`src/rtl/iicmb_cmd_seq_pkg.sv`:
```
// Shared constants and types for the IICMB command sequencer: register map,
// command codes, CMDR status bits and the sequencer state/phase encodings.
package iicmb_cmd_seq_pkg;

  localparam int unsigned AdrCsr  = 0;
  localparam int unsigned AdrDpr  = 1;
  localparam int unsigned AdrCmdr = 2;

  localparam logic [2:0] CmdWrite   = 3'b001;
  localparam logic [2:0] CmdReadAck = 3'b010;
  localparam logic [2:0] CmdReadNak = 3'b011;
  localparam logic [2:0] CmdStart   = 3'b100;
  localparam logic [2:0] CmdStop    = 3'b101;
  localparam logic [2:0] CmdSetBus  = 3'b110;

  localparam int unsigned CmdrDon = 7;
  localparam int unsigned CmdrNak = 6;
  localparam int unsigned CmdrAl  = 5;
  localparam int unsigned CmdrErr = 4;

  // Core enable plus interrupt enable.
  localparam logic [7:0] CsrEnable = 8'hC0;

  typedef enum logic [2:0] {
    StInit, StIdle, StSetbus, StStart, StAddr, StData, StStop, StFin
  } state_t;

  typedef enum logic {OpWrite = 1'b0, OpRead = 1'b1} op_t;

  // Micro-steps inside a state: register writes, interrupt wait, status/data reads.
  typedef enum logic [3:0] {
    PhWdat, PhDpr, PhDprW, PhCmd, PhCmdW, PhIrq, PhStat, PhStatW, PhRd, PhRdW
  } phase_t;

  function automatic phase_t entry_phase(state_t st, op_t op);
    phase_t ph;
    case (st)
      StSetbus, StAddr: ph = PhDpr;
      StData:           ph = (op == OpWrite) ? PhWdat : PhCmd;
      default:          ph = PhCmd;
    endcase
    return ph;
  endfunction

endpackage

```
`src/rtl/iicmb_cmd_seq_if.sv`:
```
// Wishbone master bus toward the IICMB core, including its interrupt line.
interface iicmb_cmd_seq_if #(
  parameter int unsigned WB_ADDR_WIDTH = 2,
  parameter int unsigned WB_DATA_WIDTH = 8
);
  logic                     cyc_o;
  logic                     stb_o;
  logic                     we_o;
  logic [WB_ADDR_WIDTH-1:0] adr_o;
  logic [WB_DATA_WIDTH-1:0] dat_o;
  logic [WB_DATA_WIDTH-1:0] dat_i;
  logic                     ack_i;
  logic                     irq_i;

  modport master (
    output cyc_o, stb_o, we_o, adr_o, dat_o,
    input  dat_i, ack_i, irq_i
  );

  modport slave (
    input  cyc_o, stb_o, we_o, adr_o, dat_o,
    output dat_i, ack_i, irq_i
  );
endinterface

```
`src/rtl/iicmb_wb_xfer.sv`:
```
// Single-access Wishbone engine: one registered cycle per start, done pulses
// the cycle after ack with read data already captured.
module iicmb_wb_xfer #(
  parameter int unsigned WB_ADDR_WIDTH = 2,
  parameter int unsigned WB_DATA_WIDTH = 8
) (
  input  logic                     clk_i,
  input  logic                     rst_n_i,
  input  logic                     start,
  input  logic                     we,
  input  logic [WB_ADDR_WIDTH-1:0] adr,
  input  logic [WB_DATA_WIDTH-1:0] wdata,
  output logic                     busy,
  output logic                     done,
  output logic [WB_DATA_WIDTH-1:0] rdata,
  iicmb_cmd_seq_if.master          wb
);

  logic                     cyc_q;
  logic                     we_q;
  logic [WB_ADDR_WIDTH-1:0] adr_q;
  logic [WB_DATA_WIDTH-1:0] dat_q;
  logic                     done_q;
  logic [WB_DATA_WIDTH-1:0] rdata_q;

  always_ff @(posedge clk_i or negedge rst_n_i) begin
    if (!rst_n_i) begin
      cyc_q   <= 1'b0;
      we_q    <= 1'b0;
      adr_q   <= '0;
      dat_q   <= '0;
      done_q  <= 1'b0;
      rdata_q <= '0;
    end else begin
      done_q <= 1'b0;
      if (cyc_q) begin
        // ack outside an owned cycle never reaches this branch.
        if (wb.ack_i) begin
          cyc_q  <= 1'b0;
          we_q   <= 1'b0;
          adr_q  <= '0;
          dat_q  <= '0;
          done_q <= 1'b1;
          if (!we_q) rdata_q <= wb.dat_i;
        end
      end else if (start) begin
        cyc_q <= 1'b1;
        we_q  <= we;
        adr_q <= adr;
        dat_q <= we ? wdata : '0;
      end
    end
  end

  assign wb.cyc_o = cyc_q;
  assign wb.stb_o = cyc_q;
  assign wb.we_o  = we_q;
  assign wb.adr_o = adr_q;
  assign wb.dat_o = dat_q;
  assign busy     = cyc_q;
  assign done     = done_q;
  assign rdata    = rdata_q;

endmodule

```
`src/rtl/iicmb_cmd_seq.sv`:
```
// Drives an IICMB core over Wishbone to run whole I2C read/write transactions
// from a simple request port, reporting NAK/arbitration status at the end.
module iicmb_cmd_seq
  import iicmb_cmd_seq_pkg::*;
#(
  parameter int unsigned WB_ADDR_WIDTH  = 2,
  parameter int unsigned WB_DATA_WIDTH  = 8,
  parameter int unsigned I2C_ADDR_WIDTH = 7,
  parameter int unsigned BUS_ID         = 0
) (
  input  logic                      clk_i,
  input  logic                      rst_n_i,
  input  logic                      req_valid_i,
  output logic                      req_ready_o,
  input  logic                      req_rd_i,
  input  logic [I2C_ADDR_WIDTH-1:0] req_addr_i,
  input  logic [4:0]                req_len_i,
  input  logic [7:0]                wdata_i,
  input  logic                      wdata_valid_i,
  output logic                      wdata_ready_o,
  output logic [7:0]                rdata_o,
  output logic                      rdata_valid_o,
  output logic                      done_o,
  output logic                      nak_o,
  output logic                      err_o,
  iicmb_cmd_seq_if.master           wb
);

  state_t                    state_q, state_d;
  phase_t                    phase_q, phase_d;
  op_t                       op_q, op_d;
  logic [I2C_ADDR_WIDTH-1:0] addr_q, addr_d;
  logic [4:0]                cnt_q, cnt_d;
  logic [7:0]                byte_q, byte_d;
  logic                      nak_q, nak_d;
  logic                      err_q, err_d;

  logic                     xfer_start, xfer_we, xfer_busy, xfer_done;
  logic [WB_ADDR_WIDTH-1:0] xfer_adr;
  logic [WB_DATA_WIDTH-1:0] xfer_wdata, xfer_rdata;
  logic [7:0]               status, dpr_val;
  logic [2:0]               cmd;
  logic                     last;

  iicmb_wb_xfer #(
    .WB_ADDR_WIDTH(WB_ADDR_WIDTH),
    .WB_DATA_WIDTH(WB_DATA_WIDTH)
  ) u_xfer (
    .clk_i  (clk_i),
    .rst_n_i(rst_n_i),
    .start  (xfer_start),
    .we     (xfer_we),
    .adr    (xfer_adr),
    .wdata  (xfer_wdata),
    .busy   (xfer_busy),
    .done   (xfer_done),
    .rdata  (xfer_rdata),
    .wb     (wb)
  );

  assign status        = 8'(xfer_rdata);
  assign last          = (cnt_q == 5'd1);
  assign rdata_o       = 8'(xfer_rdata);
  assign req_ready_o   = (state_q == StIdle);
  assign done_o        = (state_q == StFin);
  assign nak_o         = done_o & nak_q;
  assign err_o         = done_o & err_q;

  always_comb begin
    cmd     = CmdStop;
    dpr_val = 8'(BUS_ID);
    case (state_q)
      StSetbus: cmd = CmdSetBus;
      StStart:  cmd = CmdStart;
      StAddr: begin
        cmd     = CmdWrite;
        dpr_val = 8'({addr_q, op_q});
      end
      StData: begin
        cmd     = (op_q == OpWrite) ? CmdWrite : (last ? CmdReadNak : CmdReadAck);
        dpr_val = byte_q;
      end
      default: cmd = CmdStop;
    endcase
  end

  always_comb begin
    state_d       = state_q;
    phase_d       = phase_q;
    op_d          = op_q;
    addr_d        = addr_q;
    cnt_d         = cnt_q;
    byte_d        = byte_q;
    nak_d         = nak_q;
    err_d         = err_q;
    xfer_start    = 1'b0;
    xfer_we       = 1'b1;
    xfer_adr      = WB_ADDR_WIDTH'(AdrCmdr);
    xfer_wdata    = '0;
    wdata_ready_o = 1'b0;
    rdata_valid_o = 1'b0;

    case (state_q)
      StIdle: begin
        if (req_valid_i) begin
          op_d    = op_t'(req_rd_i);
          addr_d  = req_addr_i;
          cnt_d   = (req_len_i == 5'd0) ? 5'd1 : req_len_i;
          nak_d   = 1'b0;
          err_d   = 1'b0;
          state_d = StSetbus;
          phase_d = entry_phase(StSetbus, op_t'(req_rd_i));
        end
      end
      StFin: state_d = StIdle;
      default: begin
        case (phase_q)
          PhWdat: begin
            if (wdata_valid_i) begin
              wdata_ready_o = 1'b1;
              byte_d        = wdata_i;
              phase_d       = PhDpr;
            end
          end
          PhDpr: begin
            xfer_start = 1'b1;
            xfer_adr   = WB_ADDR_WIDTH'(AdrDpr);
            xfer_wdata = WB_DATA_WIDTH'(dpr_val);
            if (!xfer_busy) phase_d = PhDprW;
          end
          PhDprW: if (xfer_done) phase_d = PhCmd;
          PhCmd: begin
            xfer_start = 1'b1;
            if (state_q == StInit) begin
              xfer_adr   = WB_ADDR_WIDTH'(AdrCsr);
              xfer_wdata = WB_DATA_WIDTH'(CsrEnable);
            end else begin
              xfer_wdata = WB_DATA_WIDTH'(cmd);
            end
            if (!xfer_busy) phase_d = PhCmdW;
          end
          PhCmdW: begin
            if (xfer_done) begin
              if (state_q == StInit) state_d = StIdle;
              else                   phase_d = PhIrq;
            end
          end
          PhIrq: if (wb.irq_i) phase_d = PhStat;
          PhStat: begin
            xfer_start = 1'b1;
            xfer_we    = 1'b0;
            if (!xfer_busy) phase_d = PhStatW;
          end
          PhStatW: begin
            if (xfer_done) begin
              if (status[CmdrAl] || status[CmdrErr]) begin
                err_d   = 1'b1;
                state_d = StFin;
              end else if (status[CmdrNak] && (state_q == StAddr || state_q == StData)) begin
                nak_d   = 1'b1;
                state_d = StStop;
                phase_d = entry_phase(StStop, op_q);
              end else begin
                case (state_q)
                  StSetbus: begin
                    state_d = StStart;
                    phase_d = entry_phase(StStart, op_q);
                  end
                  StStart: begin
                    state_d = StAddr;
                    phase_d = entry_phase(StAddr, op_q);
                  end
                  StAddr: begin
                    state_d = StData;
                    phase_d = entry_phase(StData, op_q);
                  end
                  StData: begin
                    if (op_q == OpRead) begin
                      phase_d = PhRd;
                    end else if (last) begin
                      state_d = StStop;
                      phase_d = entry_phase(StStop, op_q);
                    end else begin
                      cnt_d   = cnt_q - 5'd1;
                      phase_d = entry_phase(StData, op_q);
                    end
                  end
                  default: state_d = StFin;
                endcase
              end
            end
          end
          PhRd: begin
            xfer_start = 1'b1;
            xfer_we    = 1'b0;
            xfer_adr   = WB_ADDR_WIDTH'(AdrDpr);
            if (!xfer_busy) phase_d = PhRdW;
          end
          PhRdW: begin
            if (xfer_done) begin
              rdata_valid_o = 1'b1;
              if (last) begin
                state_d = StStop;
                phase_d = entry_phase(StStop, op_q);
              end else begin
                cnt_d   = cnt_q - 5'd1;
                phase_d = PhCmd;
              end
            end
          end
          default: phase_d = PhCmd;
        endcase
      end
    endcase
  end

  always_ff @(posedge clk_i or negedge rst_n_i) begin
    if (!rst_n_i) begin
      state_q <= StInit;
      phase_q <= PhCmd;
      op_q    <= OpWrite;
      addr_q  <= '0;
      cnt_q   <= '0;
      byte_q  <= '0;
      nak_q   <= 1'b0;
      err_q   <= 1'b0;
    end else begin
      state_q <= state_d;
      phase_q <= phase_d;
      op_q    <= op_d;
      addr_q  <= addr_d;
      cnt_q   <= cnt_d;
      byte_q  <= byte_d;
      nak_q   <= nak_d;
      err_q   <= err_d;
    end
  end

endmodule

```
`src/flat_wrapper.sv`:
```
// flat-port wrapper written by rule: the top's interface ports become plain ports
module iicmb_cmd_seq_flat import iicmb_cmd_seq_pkg::*;
#(
  parameter int unsigned WB_ADDR_WIDTH  = 2,
  parameter int unsigned WB_DATA_WIDTH  = 8,
  parameter int unsigned I2C_ADDR_WIDTH = 7,
  parameter int unsigned BUS_ID         = 0
)
  (clk_i, rst_n_i, req_valid_i, req_ready_o, req_rd_i, req_addr_i, req_len_i, wdata_i, wdata_valid_i, wdata_ready_o, rdata_o, rdata_valid_o, done_o, nak_o, err_o, wb_cyc_o, wb_stb_o, wb_we_o, wb_adr_o, wb_dat_o, wb_dat_i, wb_ack_i, wb_irq_i);
  iicmb_cmd_seq_if #(.WB_ADDR_WIDTH(WB_ADDR_WIDTH), .WB_DATA_WIDTH(WB_DATA_WIDTH)) wb_i ();
  input  logic clk_i;
  input  logic rst_n_i;
  input  logic req_valid_i;
  output logic req_ready_o;
  input  logic req_rd_i;
  input  logic [I2C_ADDR_WIDTH-1:0] req_addr_i;
  input  logic [4:0] req_len_i;
  input  logic [7:0] wdata_i;
  input  logic wdata_valid_i;
  output logic wdata_ready_o;
  output logic [7:0] rdata_o;
  output logic rdata_valid_o;
  output logic done_o;
  output logic nak_o;
  output logic err_o;
  output wire logic [$bits(wb_i.cyc_o)-1:0] wb_cyc_o;
  output wire logic [$bits(wb_i.stb_o)-1:0] wb_stb_o;
  output wire logic [$bits(wb_i.we_o)-1:0] wb_we_o;
  output wire logic [$bits(wb_i.adr_o)-1:0] wb_adr_o;
  output wire logic [$bits(wb_i.dat_o)-1:0] wb_dat_o;
  input wire logic [$bits(wb_i.dat_i)-1:0] wb_dat_i;
  input wire logic [$bits(wb_i.ack_i)-1:0] wb_ack_i;
  input wire logic [$bits(wb_i.irq_i)-1:0] wb_irq_i;
  assign wb_cyc_o = wb_i.cyc_o;
  assign wb_stb_o = wb_i.stb_o;
  assign wb_we_o = wb_i.we_o;
  assign wb_adr_o = wb_i.adr_o;
  assign wb_dat_o = wb_i.dat_o;
  assign wb_i.dat_i = wb_dat_i;
  assign wb_i.ack_i = wb_ack_i;
  assign wb_i.irq_i = wb_irq_i;
  iicmb_cmd_seq #(.WB_ADDR_WIDTH(WB_ADDR_WIDTH), .WB_DATA_WIDTH(WB_DATA_WIDTH), .I2C_ADDR_WIDTH(I2C_ADDR_WIDTH), .BUS_ID(BUS_ID)) u_core (.clk_i(clk_i), .rst_n_i(rst_n_i), .req_valid_i(req_valid_i), .req_ready_o(req_ready_o), .req_rd_i(req_rd_i), .req_addr_i(req_addr_i), .req_len_i(req_len_i), .wdata_i(wdata_i), .wdata_valid_i(wdata_valid_i), .wdata_ready_o(wdata_ready_o), .rdata_o(rdata_o), .rdata_valid_o(rdata_valid_o), .done_o(done_o), .nak_o(nak_o), .err_o(err_o), .wb(wb_i));
endmodule
```
`config.mk`:
```
export PLATFORM = sky130hd
export DESIGN_NAME = iicmb_cmd_seq_flat
export DESIGN_NICKNAME = d
export VERILOG_FILES = /design/src/rtl/iicmb_cmd_seq_pkg.sv /design/src/rtl/iicmb_cmd_seq_if.sv /design/src/rtl/iicmb_wb_xfer.sv /design/src/rtl/iicmb_cmd_seq.sv /design/src/flat_wrapper.sv
export SDC_FILE = /design/constraint.sdc
export NUM_CORES = 1
export LEC_CHECK = 0
export CAP_MARGIN = 20
export CORE_UTILIZATION = 50
export DETAILED_ROUTE_END_ITERATION = 8
export DONT_BUFFER_PORTS = 1
export PLACE_DENSITY = 0.61
export SLEW_MARGIN = 30
export SYNTH_ARGS = -nofsm -noshare
export SYNTH_HDL_FRONTEND = slang
export SYNTH_SLANG_ARGS = --single-unit
```
`constraint.sdc`:
```
create_clock -name clk_i -period 2.75 [get_ports clk_i]
set_clock_uncertainty 0.15 [all_clocks]
set_input_delay 0.55 -clock clk_i [delete_from_list [all_inputs] [get_ports clk_i]]
set_output_delay 0.55 -clock clk_i [all_outputs]
set_load 0.05 [all_outputs]
```
==> key figures <==
STA
  • Setup TNS: 0 ns
  • Worst Max-Slew Pin Slew: 0.676 ns
  • Number of setup violations in the final report: 0
  • FMAX: 386 MHz
  • Final hold violations: 0
  • Final Cycle Share: 94.2%
  • WHS: 0.176 ns
  • Minimum clock period: 2.59 ns
  • RSZ-0062 raised after global routing: false
  • Pins Over Slew Limit: 0
  • Max-slew headroom: 54.3%

Floorplan
  • Die height: 79.2 µm
  • Core Area: 5640 µm²
  • Io pins: 62
  • Die width: 79.2 µm
  • Initial core utilization: 52.8%
  • Die ar.: 6270 µm²
  • Row count: 27

Logic synthesis
  • Most frequent cell after synthesis: dfrtp_1
  • Top FF cell, synth: dfrtp_1
  • Cell area after synthesis: 2980 µm²
  • Top cell type's share of synthesized area: 41.1%
  • Post-synth top cells: dfrtp_1, nand2_1, nor2_1
  • Number of flops mapped to enable cells by yosys: 0
  • Seq/Total Area, Yosys: 42.9%
  • Count of cell types in the netlist: 65
  • Syn nets: 356
  • Syn avg cell area: 9.34 µm²
  • Syn. warnings: 0
  • Largest area contributor in the netlist: dfrtp_1
  • Gate Count Post-Synth: 319
  • Yosys reg bits: 51
  • Synth top area cells: dfrtp_1, mux2_2, nand2_1
  • Synth async-reset ratio: 100%

Setup path
  • Critical Path AT: 1.89 ns
  • CP startpoint: u_core.state_q[0]$_DFFE_PN0P_
  • Startpoint type of the worst setup path: register
  • RR Startpoint: u_core.phase_q[0]$_DFFE_PN1P_
  • Critical Path End Type: output port
  • Flop2flop setup slack: 0.31 ns
  • Critical Path Fanout Max: 15
  • Kind of critical path: reg -> out
  • CP required: 2.05 ns

Routing
  • # DRC: 0
  • Vias: 2452
  • Initial detailed-routing violation count: 246
  • Vias per cell: 6.16
  • WL/cell: 18.2 µm
  • Final ANT Viol Nets: 0
  • Final wirelength: 7.24 mm
  • Pre-antenna DRT Iters: 4

Place
  • HPWL Detailed: 5.24 mm
  • Routability Congestion: 0.929
  • IO Port Bufs: 0
  • DP Cell Count: 388

Clocking
  • Clock Path Buffers: 2
  • Worst skew pair latency: 0.31 ns
  • TritonCTS clock tree: built
  • Total CTS buffers: 5
  • Clk slew on worst S/H paths: 0.09 ns
  • Root buf cell: clkbuf_8
  • H-Tree Level Count: 2
  • Clock Sinks: 51
  • Post-CTS setup buffers: 0

Hold path
  • Hold Path Class: in -> reg
  • Hold path start: wb_ack_i

Power
  • Internal: 0.00215 W
  • Worst IR Drop VDD: 771 µV
  • Design Power: 0.00422 W
  • Net Sw Frac: 49.0%
  • Leakage power: 1.44 nW
  • Clock power frac: 10.5%
  • Reg power frac: 39.0%
  • Power Density: 1290 nW/µm²
  • Gate power share: 50.5%
  • Psw: 0.00207 W

Cells and area
  • Fill cells: 503
  • Fraction of layout cells with a size suffix above 1: 18.4%
  • Final core utilization: 57.9%
  • Area occupied by multi-input gates: 1560 µm²
  • Final Non-Filler Cells: 398
  • P&R area growth vs syn: 9.61%
  • Reg area: 1280 µm²
  • Fin nets: 362
  • Antenna diode count: 0

Global routing
  • First-pass GRT wire length: 11.9 mm
  • Vias in the first global route: 2400
  • Gr usage total: 24.8%
  • Largest net degree at the start of global routing: 52
  • GRT Residual Overflow: 0
  • Antenna violations before repair: 0

Status
  • Run status: complete, no violations

Flow run
  • Max cap viols: 0
==> repair_timing <==
item,4_1_cts,5_1_grt
endpoints found under the setup margin,0,1
hold endpoints to repair,51,0
resized for setup,0,1
hold buffers,2,0
==> per-stage QoR <==
step / worst slack (ns) / cell area [µm²]
floorplan: 0.0483 / 2980
global placement: 0.372 / 3130
detailed placement: 0.368 / 3130
CTS: 0.128 / 3260
global route: 0.0505 / 3270
finish: 0.159 / 3270
==> metal layers <==
metal  vias to the layer above  GRT usage [%]  share of wire (%)
met5                         -              0                  0
met4                         0           8.00                2.1
met3                        14           6.90                7.6
met2                       104           37.9                 45
met1                      1167           33.8                 45
li1                       1167              -                  -
==> critical path: stages, from the launching register on <==
cell and delay, ns:
dfrtp_1 0.72, nand2_1 0.26, nand4_1 0.22, clkinv_1 0.15
buf_4 0.24
==> flip-flops by register name, indices dropped and copies added (netlist names) <==
signal                  count
u_core.byte_q               8
u_core.u_xfer.rdata         8
u_core.u_xfer.wb.dat_o      8
u_core.addr_q               7
u_core.cnt_q                5
u_core.phase_q              4
u_core.state_q              3
u_core.u_xfer.wb.adr_o      2
u_core.err_q                1
u_core.nak_q                1
u_core.op_q                 1
u_core.u_xfer.busy          1
u_core.u_xfer.done          1
u_core.u_xfer.wb.we_o       1
==> worst paths after layout <==
check	to	cells past startpoint
max	wdata_ready_o	4
min	u_core.u_xfer.busy$_DFF_PN0_	1
max reg2reg	u_core.state_q[0]$_DFFE_PN0P_	6
min reg2reg	u_core.byte_q[3]$_DFFE_PN0P_	2
max in group asynchronous	u_core.phase_q[0]$_DFFE_PN1P_	2
min in group asynchronous	u_core.state_q[1]$_DFFE_PN0P_	2
==> power groups by stage <==
stage / combinational (W) / clock, W / sequential (W)
6_report: 0.00213 / 0.000443 / 0.00165
5_1_grt: 0.00234 / 0.000481 / 0.00170
4_1_cts: 0.00212 / 0.000457 / 0.00164
3_5_place_dp: 0.00208 / 0 / 0.00165
3_3_place_gp: 0.00207 / 0 / 0.00164
2_1_floorplan: 0.00165 / 0 / 0.00161
==> cell families after synthesis <==
family,after synthesis,share of synthesized area [%]
adders and majority gates,3,1.22
and+or+nand+nor,115,20.2
buffers and inverters,33,5.04
xor gates and xnor gates,2,0.588
muxes,26,9.49
AOI/OAI and AO/OA,89,20.6
DFF,51,42.9
==> layout by cell type, fill, tap and decap left out, types with 3 or more instances in the layout <==
cell | synthesis | layout
a21o_1 | 4 | 4
a21oi_1 | 16 | 16
a22o_1 | 7 | 7
a22oi_1 | 3 | 3
and2_1 | 4 | 4
and3_1 | 4 | 4
buf_4 | 3 | 18
clkbuf_8 | 0 | 5
dfrtp_1 | 49 | 49
inv_1 | 8 | 8
mux2_2 | 17 | 17
mux2i_1 | 8 | 8
nand2_1 | 40 | 40
nand3_1 | 7 | 7
nand4b_1 | 3 | 3
nor2_1 | 21 | 21
nor2b_1 | 5 | 5
nor3_1 | 6 | 6
nor4_1 | 4 | 4
o211ai_1 | 3 | 3
o21a_1 | 3 | 3
o21ai_0 | 12 | 12
o21ai_1 | 12 | 12
o22ai_1 | 5 | 5
o2bb2ai_1 | 3 | 3
o31ai_1 | 3 | 3
==> cell type report <==
type / instances / area share [%]
multi-input combinational: 235 / 47.7
clock buffer: 6 / 2.22
inverter: 10 / 1.15
clock inverter: 2 / 0.498
tap: 72 / 2.76
sequential: 51 / 39.1
timing repair buffer: 22 / 6.51
(Power assumes the default switching activity.)
